==> config.mk <==
export PLATFORM = sky130hd
export DESIGN_NAME = stream_return_router
export DESIGN_NICKNAME = d
export VERILOG_FILES = /design/src/rtl/stream_xbar_pkg.sv /design/src/rtl/rr_packet_arbiter.sv /design/src/rtl/stream_return_router.sv
export SDC_FILE = /design/constraint.sdc
export NUM_CORES = 1
export LEC_CHECK = 0
export ABC_AREA = 1
export CORE_MARGIN = 2
export CORE_UTILIZATION = 30
export DETAILED_ROUTE_END_ITERATION = 12
export DONT_BUFFER_PORTS = 1
export PLACE_DENSITY = 0.49
export SETUP_SLACK_MARGIN = 0.15
export SYNTH_ARGS = -nofsm -noshare
export SYNTH_HDL_FRONTEND = slang
export SYNTH_SLANG_ARGS = --single-unit
==> constraint.sdc <==
create_clock -name clk_i -period 5.1 [get_ports clk_i]
set_input_delay 0.765 -clock clk_i [delete_from_list [all_inputs] [get_ports clk_i]]
set_output_delay 0.765 -clock clk_i [all_outputs]
set_load 0.01 [all_outputs]
==> src/rtl/stream_xbar_pkg.sv <==
// Shared types and helpers for the stream crossbar return path.
//   arb_state_t : per-output arbiter state (IDLE, BUSY)
//   safe_clog2  : index width that never collapses to zero bits
package stream_xbar_pkg;

    typedef enum logic [0:0] {
        IDLE = 1'b0,
        BUSY = 1'b1
    } arb_state_t;

    // Width of an index into n items, at least one bit.
    function automatic int safe_clog2(input int n);
        return (n <= 1) ? 1 : $clog2(n);
    endfunction

endpackage

==> src/rtl/rr_packet_arbiter.sv <==
// Packet-locked round-robin arbiter for one output port.
//   clk_i, rst_i : clock, synchronous active-high reset
//   req          : one request bit per input
//   accept       : a beat of the granted input is taken this cycle
//   last         : last flag of the granted input's current beat
//   grant        : index of the granted input (meaningful while busy)
//   busy         : a packet is currently locked onto this output
module rr_packet_arbiter
    import stream_xbar_pkg::*;
#(
    parameter  int N  = 3,
    localparam int IW = safe_clog2(N)
) (
    input  logic          clk_i,
    input  logic          rst_i,
    input  logic [N-1:0]  req,
    input  logic          accept,
    input  logic          last,
    output logic [IW-1:0] grant,
    output logic          busy
);

    arb_state_t    state_r;
    logic [IW-1:0] grant_r;
    logic [IW-1:0] ptr_r;
    logic          found_s;
    logic [IW-1:0] pick_s;

    // Round-robin search: first requester strictly after the pointer, wrapping.
    always_comb begin
        found_s = 1'b0;
        pick_s  = '0;
        for (int k = 1; k <= N; k++) begin
            int idx;
            idx = int'(ptr_r) + k;
            idx = (idx >= N) ? (idx - N) : idx;
            pick_s  = (!found_s && req[idx]) ? IW'(idx) : pick_s;
            found_s = found_s || req[idx];
        end
    end

    // Arbiter FSM: grant in IDLE, hold the grant until the last beat is accepted.
    always_ff @(posedge clk_i) begin
        if (rst_i) begin
            state_r <= IDLE;
            grant_r <= '0;
            ptr_r   <= IW'(N - 1);
        end else begin
            case (state_r)
                IDLE: begin
                    if (found_s) begin
                        grant_r <= pick_s;
                        state_r <= BUSY;
                    end else begin
                        state_r <= IDLE;
                    end
                end
                BUSY: begin
                    if (accept && last) begin
                        ptr_r   <= grant_r;
                        state_r <= IDLE;
                    end else begin
                        state_r <= BUSY;
                    end
                end
                default: begin
                    state_r <= IDLE;
                end
            endcase
        end
    end

    assign grant = grant_r;
    assign busy  = (state_r == BUSY);

endmodule

==> src/rtl/stream_return_router.sv <==
// Return-path router: steers response packets from M slave-side inputs to
// S master-side outputs by their routing id, tagging each packet with the
// input it came from. One packet-locked round-robin arbiter and one output
// register per output.
//   clk_i, rst_i          : clock, synchronous active-high reset
//   r_data_i/r_id_i       : per-input payload and target output (flattened)
//   r_last_i/r_valid_i    : per-input end-of-packet and valid
//   r_ready_o             : per-input beat accept
//   q_data_o/q_dest_o     : per-output payload and source tag (flattened)
//   q_last_o/q_valid_o    : per-output end-of-packet and valid
//   q_ready_i             : per-output ready
module stream_return_router
    import stream_xbar_pkg::*;
#(
    parameter  int T_DATA_WIDTH = 8,
    parameter  int S_DATA_COUNT = 2,
    parameter  int M_DATA_COUNT = 3,
    localparam int T_ID___WIDTH = safe_clog2(S_DATA_COUNT),
    localparam int T_DEST_WIDTH = safe_clog2(M_DATA_COUNT)
) (
    input  logic                                 clk_i,
    input  logic                                 rst_i,
    input  logic [M_DATA_COUNT*T_DATA_WIDTH-1:0] r_data_i,
    input  logic [M_DATA_COUNT*T_ID___WIDTH-1:0] r_id_i,
    input  logic [M_DATA_COUNT-1:0]              r_last_i,
    input  logic [M_DATA_COUNT-1:0]              r_valid_i,
    output logic [M_DATA_COUNT-1:0]              r_ready_o,
    output logic [S_DATA_COUNT*T_DATA_WIDTH-1:0] q_data_o,
    output logic [S_DATA_COUNT*T_DEST_WIDTH-1:0] q_dest_o,
    output logic [S_DATA_COUNT-1:0]              q_last_o,
    output logic [S_DATA_COUNT-1:0]              q_valid_o,
    input  logic [S_DATA_COUNT-1:0]              q_ready_i
);

    logic [M_DATA_COUNT-1:0] req_s        [S_DATA_COUNT];
    logic [T_DEST_WIDTH-1:0] grant_s      [S_DATA_COUNT];
    logic [S_DATA_COUNT-1:0] busy_s;
    logic [S_DATA_COUNT-1:0] stage_ready_s;
    logic [S_DATA_COUNT-1:0] accept_s;
    logic [T_DATA_WIDTH-1:0] sel_data_s   [S_DATA_COUNT];
    logic [S_DATA_COUNT-1:0] sel_last_s;
    logic [S_DATA_COUNT-1:0] sel_valid_s;
    logic [M_DATA_COUNT-1:0] in_range_s;
    logic [M_DATA_COUNT-1:0] ready_hit_s;
    logic [M_DATA_COUNT-1:0] r_ready_s;

    logic [T_DATA_WIDTH-1:0] q_data_r     [S_DATA_COUNT];
    logic [T_DEST_WIDTH-1:0] q_dest_r     [S_DATA_COUNT];
    logic [S_DATA_COUNT-1:0] q_last_r;
    logic [S_DATA_COUNT-1:0] q_valid_r;

    // Request decode per output and granted-input beat selection.
    always_comb begin
        for (int j = 0; j < S_DATA_COUNT; j++) begin
            stage_ready_s[j] = !q_valid_r[j] || q_ready_i[j];
            sel_data_s[j]    = '0;
            sel_last_s[j]    = 1'b0;
            sel_valid_s[j]   = 1'b0;
            for (int i = 0; i < M_DATA_COUNT; i++) begin
                req_s[j][i]    = r_valid_i[i] &&
                                 (r_id_i[i*T_ID___WIDTH +: T_ID___WIDTH] == T_ID___WIDTH'(j));
                sel_data_s[j]  = (grant_s[j] == T_DEST_WIDTH'(i)) ?
                                 r_data_i[i*T_DATA_WIDTH +: T_DATA_WIDTH] : sel_data_s[j];
                sel_last_s[j]  = (grant_s[j] == T_DEST_WIDTH'(i)) ? r_last_i[i]  : sel_last_s[j];
                sel_valid_s[j] = (grant_s[j] == T_DEST_WIDTH'(i)) ? r_valid_i[i] : sel_valid_s[j];
            end
            accept_s[j] = busy_s[j] && stage_ready_s[j] && sel_valid_s[j];
        end
    end

    // Input ready: the output named by the id must be locked onto this input
    // with room in its register; ids with no matching output are drained.
    always_comb begin
        for (int i = 0; i < M_DATA_COUNT; i++) begin
            in_range_s[i]  = int'(r_id_i[i*T_ID___WIDTH +: T_ID___WIDTH]) < S_DATA_COUNT;
            ready_hit_s[i] = 1'b0;
            for (int j = 0; j < S_DATA_COUNT; j++) begin
                ready_hit_s[i] = ready_hit_s[i] ||
                                 ((r_id_i[i*T_ID___WIDTH +: T_ID___WIDTH] == T_ID___WIDTH'(j)) &&
                                  busy_s[j] && (grant_s[j] == T_DEST_WIDTH'(i)) &&
                                  stage_ready_s[j]);
            end
            r_ready_s[i] = !rst_i && (!in_range_s[i] || ready_hit_s[i]);
        end
    end

    for (genvar j = 0; j < S_DATA_COUNT; j++) begin : g_out
        rr_packet_arbiter #(
            .N (M_DATA_COUNT)
        ) u_arb (
            .clk_i  (clk_i),
            .rst_i  (rst_i),
            .req    (req_s[j]),
            .accept (accept_s[j]),
            .last   (sel_last_s[j]),
            .grant  (grant_s[j]),
            .busy   (busy_s[j])
        );

        assign q_data_o[j*T_DATA_WIDTH +: T_DATA_WIDTH] = q_data_r[j];
        assign q_dest_o[j*T_DEST_WIDTH +: T_DEST_WIDTH] = q_dest_r[j];
    end

    // Output register per port: loads whenever the arbiter is locked and the
    // slot is free; valid follows the granted input's valid.
    always_ff @(posedge clk_i) begin
        if (rst_i) begin
            q_valid_r <= '0;
            q_last_r  <= '0;
            for (int j = 0; j < S_DATA_COUNT; j++) begin
                q_data_r[j] <= '0;
                q_dest_r[j] <= '0;
            end
        end else begin
            for (int j = 0; j < S_DATA_COUNT; j++) begin
                if (busy_s[j] && stage_ready_s[j]) begin
                    q_valid_r[j] <= sel_valid_s[j];
                    q_last_r[j]  <= sel_last_s[j];
                    q_data_r[j]  <= sel_data_s[j];
                    q_dest_r[j]  <= grant_s[j];
                end else if (q_ready_i[j]) begin
                    q_valid_r[j] <= 1'b0;
                end else begin
                    q_valid_r[j] <= q_valid_r[j];
                end
            end
        end
    end

    assign r_ready_o = r_ready_s;
    assign q_last_o  = q_last_r;
    assign q_valid_o = q_valid_r;

endmodule
## Word-level counts from Yosys, hierarchy flattened

Memories as Yosys holds them, arrays and structs flattened.
Cells that the tools add are included.

| operators by class | value |
|---|---|
| $add $sub $neg | 12 |
| bitwise logic cells | 9 |
| reduce and logical (&&, ||, !) cells | 61 |
| equality and inequality tests | 4 |
| multiplexer cells | 70 |
| magnitude comparators | 12 |

Operators by type and width:

| kind | count |
|---|---|
| 32-bit by 3-bit >= comparator with 1-bit output (second input constant) | 6 |
| 32-bit by 4-bit < comparator with 1-bit output (second input constant) | 6 |
| 32-bit two-way mux | 6 |
| 32-bit by 3-bit subtractor with 32-bit output (second input constant) | 6 |
| 8-bit two-way mux | 8 |
| 1-bit two-way mux | 40 |
| 1-bit logical AND | 37 |
| 2-bit two-way mux | 8 |
| 2-bit by 2-bit adder with 3-bit output (second input constant) | 4 |
| 1-bit binary-select mux with 2-bit select | 6 |
| 1-bit logical OR | 9 |
| 2-bit AND reduction | 4 |
| 1-bit logical NOT | 7 |
| 2-bit by 1-bit adder with 3-bit output (second input constant) | 2 |
| 1-bit NOT | 5 |
| 2-bit by 1-bit == test with 1-bit output (second input constant) | 2 |
| 2-bit == test (second input constant) | 2 |
| 2-bit logical NOT | 2 |
| 1-bit bitwise OR | 4 |
| 1-bit case mux with 2 select lines | 2 |
| 2-bit nonzero test | 2 |

| word-level totals | value |
|---|---|
| memory bits (writable) | 20 |
| word-level logic and storage cells | 180 |
| output and inout port bits | 27 |
| input port bits | 37 |
| register bits | 14 |
| memories | 2 |

Memory list:

| name | depth | bits a word | read ports | clocked after Yosys merged registers in | wr ports | RTL line | RTL |
|---|---|---|---|---|---|---|---|
| q_data_r | 2 | 8 | 2 | 0 | 2 | stream_return_router.sv:47 | `logic [T_DATA_WIDTH-1:0] q_data_r [S_DATA_COUNT];` |
| q_dest_r | 2 | 2 | 2 | 0 | 2 | stream_return_router.sv:48 | `logic [T_DEST_WIDTH-1:0] q_dest_r [S_DATA_COUNT];` |

## Depth between registers and ports, before layout

| logic depth | value |
|---|---|
| depth in word-level cells | 10 |
| mapped depth | 13 |
| depth with buffers taken out | 13 |

## Cells and area by module

From an unflattened synthesis, not the netlist that was laid out.

| unflattened totals | value |
|---|---|
| cells, all modules | 348 |
| area, all modules | 2428.6 um^2 |

Modules (own cells, without submodules):

| module | cells each | area each (um^2) | instances | sequential area each (um^2) |
|---|---|---|---|---|
| stream_return_router | 208 | 1505.2 | 1 | 680.7 |
| rr_packet_arbiter | 70 | 461.7 | 2 | 100.1 |

## Worst setup path after synthesis

No wires, ideal clock.

| timing | value |
|---|---|
| path kind | input to output |
| start point | in rst_i |
| end point | out r_ready_o[0] |
| required time | 4335 ps |
| path buffers | 1 |
| slack | 2858 ps |
| data arrival time | 1477 ps |
| cell stages on the path | 4 |
| cells stage by stage | buf_2 -> inv_1 -> nand2_1 -> o32ai_1 |

| on the way | value |
|---|---|
| word-level cells in the longest chain between the ends | 2 |

Ends and longest elaborated chain:

| element | RTL line | RTL |
|---|---|---|
| start: declaration | stream_return_router.sv:22 | `input logic rst_i,` |
| 1-bit logical NOT | stream_return_router.sv:83 | `r_ready_s[i] = !rst_i && (!in_range_s[i] \|\| ready_hit_s[i]);` |
| 1-bit logical AND | stream_return_router.sv:83 |  |
| end: declaration | stream_return_router.sv:27 | `output logic [M_DATA_COUNT-1:0] r_ready_o,` |

No other way between the ends.

## Final worst setup path

| timing | value |
|---|---|
| start point | reg g_out[1].u_arb.grant_r[0] |
| end point | out r_ready_o[2] |

| on the way | value |
|---|---|
| word-level cells in the longest chain between the ends | 5 |

Ends and longest elaborated chain:

| element | RTL line | RTL |
|---|---|---|
| start: declaration | rr_packet_arbiter.sv:24 | `logic [IW-1:0] grant_r;` |
| start signal: assignment | rr_packet_arbiter.sv:52 | `grant_r <= pick_s;` |
| 2-bit == test | stream_return_router.sv:80 | `busy_s[j] && (grant_s[j] == T_DEST_WIDTH'(i)) &&` |
| 1-bit logical AND (2 in a row) | stream_return_router.sv:80 |  |
| 1-bit logical OR | stream_return_router.sv:78 | `ready_hit_s[i] = ready_hit_s[i] \|\|` |
| 1-bit logical AND | stream_return_router.sv:83 |  |

No other way between the ends.

==> reports/summary.json <==
{
  "run_status": {"value": "completed"},
  "post_route_clock_skew": {"value": 0.0126, "unit": "ns"},
  "antenna_cells": {"value": 0},
  "post_cts_resized": {"value": 0},
  "totalWireLength": {"value": 6.27, "unit": "mm"},
  "final_common_cell": {"value": "nand2_1"},
  "hold_depth": {"value": 2},
  "cts.repair_timing.setup_buffer_count": {"value": 0},
  "worst_hold_startpoint": {"value": "g_out[1].u_arb.busy"},
  "max_slew.worst_pin.slew": {"value": 0.726, "unit": "ns"},
  "max_freq": {"value": 390, "unit": "MHz"},
  "slew_headroom": {"value": 0.509},
  "end_kind": {"value": "primary output"},
  "placement_cell_area": {"value": 2480, "unit": "µm²"},
  "flow.area_growth_from_synthesis": {"value": 7.38, "unit": "%"},
  "number_of_remaining_drc_errors": {"value": 0},
  "clk_pin_slew": {"value": 0.06, "unit": "ns"},
  "slew_violations": {"value": 0},
  "drive_gt1_frac": {"value": 0.129},
  "grt_pass1_wl": {"value": 10.0, "unit": "mm"},
  "r2r_slack": {"value": 3.24, "unit": "ns"},
  "highest_layer": {"value": "met4"},
  "timing.reg2reg.worst_path_depth": {"value": 12},
  "startpoint_type": {"value": "flop"},
  "core_box_area": {"value": 7770, "unit": "µm²"},
  "via_per_inst": {"value": 4.68},
  "worstPathMaxFanout": {"value": 11},
  "mappedNetlistNets": {"value": 384},
  "finalCritPeriodShare": {"value": 0.502},
  "first_global_vias": {"value": 2049},
  "ioPinCount": {"value": 64},
  "chipWidth": {"value": 93.6, "unit": "µm"},
  "postLayoutCellArea": {"value": 2580, "unit": "µm²"},
  "worst-endpoint-arrival": {"value": 1.80, "unit": "ns"},
  "synth_seq_cells": {"value": 34},
  "syn_area": {"value": 2410, "unit": "µm²"},
  "detail_route.iter0.violations": {"value": 97},
  "syn_area_per_cell": {"value": 7.10, "unit": "µm²"},
  "timing.hold.worst_endpoint": {"value": "g_out[1].u_arb.busy"},
  "fraction_of_the_yosys_area_taken_by_sequential_cells": {"value": 0.366},
  "cts_inserted_buffers": {"value": 5},
  "globalplace.congestion": {"value": 0.810},
  "vias": {"value": 2068},
  "grt_setup_unrepaired": {"value": "no"},
  "period_needed": {"value": 2.56, "unit": "ns"},
  "drt_pre_antenna_iters": {"value": 4},
  "report.final.hold_viol_count": {"value": 0},
  "num-fill-cells": {"value": 861},
  "max-cap-violations": {"value": 0},
  "root_buffer": {"value": "clkbuf_8"},
  "setup-tns-final": {"value": 0, "unit": "ns"},
  "worst_hold_path_type": {"value": "reg2reg"},
  "layout.cells.most_common_list": {"value": "nand2_1, inv_1, nor2_1, edfxtp_1, nand3_1"},
  "std_cell_rows": {"value": 32},
  "power_per_cell_area": {"value": 534, "unit": "nW/µm²"},
  "chip_height": {"value": 93.6, "unit": "µm"},
  "wire_per_inst": {"value": 14.2, "unit": "µm"},
  "dp.final_hpwl": {"value": 4.86, "unit": "mm"},
  "hold_slack": {"value": 0.484, "unit": "ns"},
  "ffs_w_async_s_r_synth": {"value": 0},
  "worst_setup_path_startpoint": {"value": "g_out[1].u_arb.grant[0]"},
  "crit_type": {"value": "reg2out"},
  "met3_length": {"value": 542, "unit": "µm"},
  "synth.distinct_cells": {"value": 34},
  "met2RoutedLength": {"value": 2.80, "unit": "mm"},
  "antenna_found_initial": {"value": 0},
  "pin_count_of_the_biggest_net_entering_global_routing": {"value": 18},
  "port_buffers": {"value": 0},
  "holdBufCountCts": {"value": 0},
  "synth_edf_count": {"value": 20},
  "post_synth_inst_count": {"value": 339},
  "nets": {"value": 384},
  "power.ir.vdd_worst": {"value": 0.000137, "unit": "V"},
  "cts_tree": {"value": "built"},
  "dieArea": {"value": 8760, "unit": "µm²"},
  "r2r_start": {"value": "g_out[1].u_arb.ptr_r[0]"},
  "cts-root-to-sink-buffers": {"value": 2},
  "grt.total_usage": {"value": 0.148},
  "route.antenna.remaining_nets": {"value": 0},
  "rr_endpoint": {"value": "g_out[1].u_arb.grant[0]"},
  "initial_core_util": {"value": 0.310},
  "leakagePower": {"value": 1.35, "unit": "nW"},
  "timing.critical_path.required": {"value": 4.34, "unit": "ns"},
  "clock_sinks": {"value": 34},
  "count_of_endpoints_failing_setup_in_the_final_report": {"value": 0},
  "global_route.overflow_total": {"value": 0},
  "dominantRegCellSynth": {"value": "edfxtp_1"},
  "worst_skew_pair.late_latency": {"value": 0.29, "unit": "ns"},
  "post_route_met1_wirelength": {"value": 2.86, "unit": "mm"},
  "yosys_warnings": {"value": 0},
  "h-tree-depth": {"value": 2}
}
==> where the power goes <==
part / switching, W / total [W] / internal (W)
sequential: 0.0000918 / 0.000507 / 0.000416
combinational: 0.000429 / 0.000626 / 0.000197
clock: 0.000102 / 0.000246 / 0.000144
==> per-stage QoR <==
| stage | setup WS, ns | util | power [W] | cells |
|---|---|---|---|---|
| detailed placement | 2.57 | 0.319 | 0.00114 | 434 |
| floorplan | 2.86 | - | 0.00102 | 339 |
| global route | 2.36 | 0.333 | 0.00150 | 442 |
| finish | 2.54 | 0.333 | 0.00138 | 442 |
| CTS | 2.54 | 0.333 | 0.00139 | 442 |
| global placement | 2.60 | 0.319 | 0.00114 | 434 |
==> state kept, by name, summed over array words and instances, names as in the netlist <==
signal             flops
q_last_o               2
q_dest_r               4
q_valid_o              2
g_out.u_arb.busy       2
g_out.u_arb.ptr_r      4
q_data_r              16
g_out.u_arb.grant      4
==> Yosys cell counts, drive strengths merged, types with 5 or more instances <==
cell	n	area [µm²]
nor2	41	171
inv	78	293
o21ai	17	96.3
nand3	21	123
a21oi	8	51.3
dfxtp	14	280
ha	8	100
edfxtp	20	601
buf	7	58.8
nand4	5	31.3
nand2	92	393
o221ai	11	103
==> layout make-up <==
cell class	instances	area, µm²	share of cell area
Clock buffer	5	68.8	0.0266
Clock inverter	3	40.0	0.0155
Sequential cell	34	881	0.341
Multi-Input combinational cell	218	1170	0.452
Inverter	80	300	0.116
Tap cell	102	128	0.0494
==> logic make-up (layout without fill, tap and decap cells) <==
family	count (synthesis)	in the layout	share of synthesized area
AO/OA/AOI/OAI	47	47	0.136
adder cells (fa/ha/maj)	8	8	0.0416
buffers and inverters	87	88	0.149
AND/OR/NAND/NOR	163	163	0.307
flip-flops	34	34	0.366
==> worst max-delay path by stage <==
stage / endpoint / slack, ns / cells past startpoint
final: r_ready_o[2] / 2.54 / 3
after global routing: r_ready_o[2] / 2.36 / 3
after CTS: r_ready_o[2] / 2.54 / 3
after detailed placement: r_ready_o[0] / 2.57 / 3
after global placement: r_ready_o[0] / 2.60 / 3
after floorplan: r_ready_o[0] / 2.86 / 4
==> metal layers <==
layer,track usage,up-vias
met5,0,-
met4,0.0362,0
met3,0.0572,6
met2,0.251,64
met1,0.177,925
li1,-,1073
==> critical path: stages (launching register included) <==
cell	delay [ns]
dfxtp_1	0.35
inv_2	0.09
nand2_1	0.30
o41ai_1	0.78
Power figures use the tool's default switching activity.
